`src/rtl/hdmi_video_timing.sv`:
```
// Raster timing generator for HDMI/DVI: pixel/line counters, data-enable and syncs,
// gated on a synchronized PLL lock. All outputs are registered and decoded from next state.
module hdmi_video_timing #(
    parameter int   H_ACTIVE = 640,
    parameter int   H_FP     = 16,
    parameter int   H_SYNC   = 96,
    parameter int   H_BP     = 48,
    parameter int   V_ACTIVE = 480,
    parameter int   V_FP     = 10,
    parameter int   V_SYNC   = 2,
    parameter int   V_BP     = 33,
    parameter logic H_POL    = 1'b0,
    parameter logic V_POL    = 1'b0,
    parameter int   CW       = 10
) (
    input  logic          clk,
    input  logic          rst,
    input  logic          pll_locked,
    output logic [CW-1:0] hcount,
    output logic [CW-1:0] vcount,
    output logic          de,
    output logic          hsync,
    output logic          vsync,
    output logic          line_start,
    output logic          frame_start,
    output logic [7:0]    frame_num,
    output logic          running
);

    localparam int H_TOTAL = H_ACTIVE + H_FP + H_SYNC + H_BP;
    localparam int V_TOTAL = V_ACTIVE + V_FP + V_SYNC + V_BP;

    localparam logic [CW-1:0] ONE    = CW'(1);
    localparam logic [CW-1:0] H_LAST = CW'(H_TOTAL - 1);
    localparam logic [CW-1:0] V_LAST = CW'(V_TOTAL - 1);
    localparam logic [CW-1:0] H_ACT  = CW'(H_ACTIVE);
    localparam logic [CW-1:0] V_ACT  = CW'(V_ACTIVE);
    localparam logic [CW-1:0] HS_BEG = CW'(H_ACTIVE + H_FP);
    localparam logic [CW-1:0] HS_END = CW'(H_ACTIVE + H_FP + H_SYNC);
    localparam logic [CW-1:0] VS_BEG = CW'(V_ACTIVE + V_FP);
    localparam logic [CW-1:0] VS_END = CW'(V_ACTIVE + V_FP + V_SYNC);

    typedef enum logic {
        WAIT_LOCK = 1'b0,
        RUN       = 1'b1
    } state_t;

    // The state register is the second stage of the lock synchronizer, so the
    // first RUN cycle coincides with locked_s rising (two edges after pll_locked).
    logic   lock_meta_q;
    state_t state_q, state_d;

    logic [CW-1:0] hcount_q, hcount_d;
    logic [CW-1:0] vcount_q, vcount_d;
    logic [7:0]    frame_num_q, frame_num_d;
    logic          de_q, de_d;
    logic          hsync_q, hsync_d;
    logic          vsync_q, vsync_d;
    logic          line_start_q, line_start_d;
    logic          frame_start_q, frame_start_d;
    logic          running_q, running_d;
    logic          hs_act, vs_act;

    always_comb begin
        state_d = state_q;
        case (state_q)
            WAIT_LOCK: if (lock_meta_q)  state_d = RUN;
            RUN:       if (!lock_meta_q) state_d = WAIT_LOCK;
            default:   state_d = WAIT_LOCK;
        endcase
    end

    always_comb begin
        hcount_d    = '0;
        vcount_d    = '0;
        frame_num_d = frame_num_q;
        // Counters only advance when already running; entering RUN starts at (0,0).
        if (state_d == RUN && state_q == RUN) begin
            if (hcount_q == H_LAST) begin
                if (vcount_q == V_LAST) begin
                    frame_num_d = frame_num_q + 8'd1;
                end else begin
                    vcount_d = vcount_q + ONE;
                end
            end else begin
                hcount_d = hcount_q + ONE;
                vcount_d = vcount_q;
            end
        end

        running_d     = (state_d == RUN);
        hs_act        = running_d && (hcount_d >= HS_BEG) && (hcount_d < HS_END);
        vs_act        = running_d && (vcount_d >= VS_BEG) && (vcount_d < VS_END);
        de_d          = running_d && (hcount_d < H_ACT) && (vcount_d < V_ACT);
        hsync_d       = hs_act ? H_POL : ~H_POL;
        vsync_d       = vs_act ? V_POL : ~V_POL;
        line_start_d  = running_d && (hcount_d == '0);
        frame_start_d = line_start_d && (vcount_d == '0);
    end

    always_ff @(posedge clk or posedge rst) begin
        if (rst) begin
            lock_meta_q   <= 1'b0;
            state_q       <= WAIT_LOCK;
            hcount_q      <= '0;
            vcount_q      <= '0;
            frame_num_q   <= '0;
            de_q          <= 1'b0;
            hsync_q       <= ~H_POL;
            vsync_q       <= ~V_POL;
            line_start_q  <= 1'b0;
            frame_start_q <= 1'b0;
            running_q     <= 1'b0;
        end else begin
            lock_meta_q   <= pll_locked;
            state_q       <= state_d;
            hcount_q      <= hcount_d;
            vcount_q      <= vcount_d;
            frame_num_q   <= frame_num_d;
            de_q          <= de_d;
            hsync_q       <= hsync_d;
            vsync_q       <= vsync_d;
            line_start_q  <= line_start_d;
            frame_start_q <= frame_start_d;
            running_q     <= running_d;
        end
    end

    assign hcount      = hcount_q;
    assign vcount      = vcount_q;
    assign de          = de_q;
    assign hsync       = hsync_q;
    assign vsync       = vsync_q;
    assign line_start  = line_start_q;
    assign frame_start = frame_start_q;
    assign frame_num   = frame_num_q;
    assign running     = running_q;

endmodule

```
`config.mk`:
```
export PLATFORM = sky130hd
export DESIGN_NAME = hdmi_video_timing
export DESIGN_NICKNAME = d
export VERILOG_FILES = /design/src/rtl/hdmi_video_timing.sv
export SDC_FILE = /design/constraint.sdc
export NUM_CORES = 1
export LEC_CHECK = 0
export CAP_MARGIN = 20
export CORE_MARGIN = 2
export CORE_UTILIZATION = 47
export DETAILED_ROUTE_END_ITERATION = 8
export HOLD_SLACK_MARGIN = 0.1
export PLACE_DENSITY_LB_ADDON = 0.1
export SETUP_SLACK_MARGIN = 0.1
export SYNTH_ARGS = -nofsm -noshare
export SYNTH_HDL_FRONTEND = slang
export SYNTH_SLANG_ARGS = --single-unit
```
`constraint.sdc`:
```
create_clock -name clk -period 2.2 [get_ports clk]
set_clock_uncertainty 0.15 [all_clocks]
set_input_delay 0.33 -clock clk [delete_from_list [all_inputs] [get_ports clk]]
set_output_delay 0.33 -clock clk [all_outputs]
set_load 0.02 [all_outputs]
```
==> reports/results.md <==
- post-detailed-placement cell area: 0.002623 mm²
- share of final-layout standard cells stronger than drive strength 1: 0.3164
- Peak Freq: 0.4524 GHz
- CP Max Fanout: 4
- global-route wire length before repair: 8.231 mm
- part of the cycle the worst path needs: 1.005
- Critical-path top delay cell: or4b_4
- power after layout: 1.415 mW
- worst max-slew margin expressed relative to the limit: 0.7001
- Multi-input gate area: 0.001110 mm²
- number of synthesized register bits: 35
- static leakage power: 1.250 nW
- sequential cell area fraction in the yosys report: 0.4491
- Syn Nets: 207
- synthesis-to-layout area growth: 49.78%
- signal arrival time at the worst endpoint: 2240 ps
- Warnings, synthesis: 0
- type of element launching the critical path: register
- worst skew pair latency: 280 ps
- mean instance size in the synthesized netlist: 9.778 µm²
- count of final hold-check violations: 0
- clock tree from TritonCTS: built
- Die Span X: 68.51 µm
- worst ir drop on vdd: 351.0 µV
- number of nets in the layout: 281
- max-capacitance violation count: 0
- clock buffer count from CTS: 5
- # H-tree levels: 2
- fraction of registers with async set or reset after synthesis: 1.000
- vias post-DR: 1,752
- post-detailed-route wirelength per cell: 15.30 µm
- DRT iter0 DRCs: 52
- cts-stage hold buffer count: 0
- vias in the first global route: 1,745
- commonest non-fill, non-tap cell in the layout: buf_4
- Inserted Diodes: 0
- via density per instance: 5.391
- total die area: 0.004693 mm²
- number of distinct standard cells referenced by the synthesized netlist: 47
- Netlist Area Pre-Place: 0.001956 mm²
- DRC violations left: 0
- violated checks: negative setup slack
- register area: 884.6 µm²
- post-detailed-route count of antenna-violating nets: 0
- clock edge transition at the registers on the reported setup and hold paths: 70 ps
- crit end category: register
- # clock sinks: 35
- largest buffer count on any clock path: 2
- worst min-delay path class: input pin to asynchronous set/reset pin
- max incr delay on CP: 590 ps
- overall routing resource usage: 0.2363
- chip height: 68.51 µm
- top flip-flop cell by instance count after synthesis: dfrtp_1
- total power density per cell area: 483.1 mW/mm²
- final wirelength: 4.974 mm
- Root Driver: clkbuf_8
- setup-violating endpoint count in the final report: 2
- PnR worst setup slack: -10.20 ps
- top library cells by usage in the layout, fill and taps aside: buf_4, clkdlybuf4s50_1, dfrtp_1, nor2_1, xnor2_1
- count of final max-slew check failures: 0
- post-layout min period: 2210 ps
- I/O Pins: 37
- Routability Congestion: 0.8839
- placed wire-length estimate after detailed placement: 3.657 mm
- setup_tns: -12.26 ps
- total non-filler cell area in the finished layout: 0.002929 mm²
- critical path required time: 2230 ps
- starting utilization of the core area: 0.4889
- sequence of cells on the critical path: or4b_4 -> nor4_4 -> buf_4 -> nor3_2 -> o21ai_1 -> nor4b_2 -> o211a_1
- actual transition at the worst max-transition pin: 449.8 ps
- RSZ-0062 raised after global routing: true
- count of fill cells added during filler insertion: 282
- Post-synth EDFFs: 0
- pin count of the biggest net entering global routing: 36
- placeable core area: 0.004000 mm²
- type of the worst setup path: register to register
- run status: complete, but fails checks
- number of antenna violations at the first check in global routing: 0
- first-pass detailed-route iteration total: 4
- cell count after synthesis: 200
- total gr overflow: 0
- number of placement rows: 23
- number of input and output port buffers inserted: 36
[cell usage after synthesis, types with 2 or more instances]
master,count,area (µm²)
inv_1,9,33.78
nand4_1,10,62.56
nand3_1,12,60.06
o21ai_0,3,15.01
dfstp_2,2,52.55
buf_2,6,30.03
clkbuf_1,2,7.510
a31oi_1,2,12.51
nand2_1,13,48.80
or3_1,2,12.51
dfrtp_1,33,825.8
xor2_1,12,105.1
or2_2,2,12.51
xnor2_1,14,122.6
nor4b_2,2,30.03
nor3_1,10,50.05
ha_1,4,50.05
and3_1,2,12.51
nor4_1,3,18.77
buf_4,3,22.52
nor2_1,23,86.33
a21oi_1,6,30.03
[cells by family (layout without fill, tap and decap cells)]
logic type               after synthesis  after routing  share of synthesized area
XOR/XNOR                              26             26                     0.1164
multiplexers                           2              2                    0.01088
buffers and inverters                 21             96                    0.05374
flip-flops                            35             35                     0.4491
adder cells (fa/ha/maj)                4              4                    0.02559
AND/OR/NAND/NOR                       93             93                     0.2802
AO/OA/AOI/OAI                         19             19                    0.06398
[worst paths after layout]
kind                              startpoint           end  slack [ps]  cells after the start
worst min register to register  frame_num[7]  frame_num[7]         320                      1
max in group asynchronous                rst         vsync        1250                      3
worst max register to register     hcount[6]   frame_start         -10                      7
min in group clk                frame_num[7]  frame_num[7]         320                      1
worst max-delay path               hcount[6]   frame_start         -10                      7
worst min-delay path                     rst     hcount[0]         300                      3
[worst max-delay path, delay by kind of cell, from the launching register on]
family	cells	cell delay, ps
and+or+nand+nor	4	910
AOI/OAI and AO/OA	2	410
DFF	1	430
buffers and inverters	1	180
[registers in the layout, indices dropped and copies added (netlist names)]
signal / count
de: 1
hsync: 1
line_start: 1
hcount: 10
running: 1
vcount: 10
frame_start: 1
lock_meta_q: 1
vsync: 1
frame_num: 8
[area by class of cell]
type | instances | area share
tap | 50 | 0.02136
multi-input combinational | 144 | 0.3789
clock buffer | 6 | 0.02478
clock inverter | 2 | 0.02050
inverter | 9 | 0.01153
timing repair buffer | 79 | 0.2409
sequential | 35 | 0.3020
[layer usage]
metal,GRT usage,vias to the layer above,routed length (µm)
li1,-,850,-
met1,0.3027,856,2205
met2,0.4135,44,2553
met3,0.04383,2,205
met4,0.05250,0,9
met5,0,-,0
[per-stage QoR]
step	hold slack [ps]	setup WS, ps	std cells	utilization
6_report	297.9	-10.20	325	0.7322
5_1_grt	331.7	-110.7	325	0.7322
4_1_cts	311.7	12.95	324	0.7185
3_5_place_dp	316.5	-77.15	312	0.6556
3_3_place_gp	304.5	-82.06	312	0.6556
2_1_floorplan	211.4	-152.3	200	-
[where the power goes]
group / internal [mW] / leakage (nW) / switching [mW]
logic: 0.0313 / 0.721 / 0.0405
clock network: 0.453 / 0.0654 / 0.234
registers: 0.650 / 0.464 / 0.00551
[what timing repair did]
item,4_1_cts,5_1_grt
setup buffers,4,1
resized for setup,17,13
pin swaps,19,8
endpoints found under the setup margin,9,12
(Power assumes the default switching activity.)
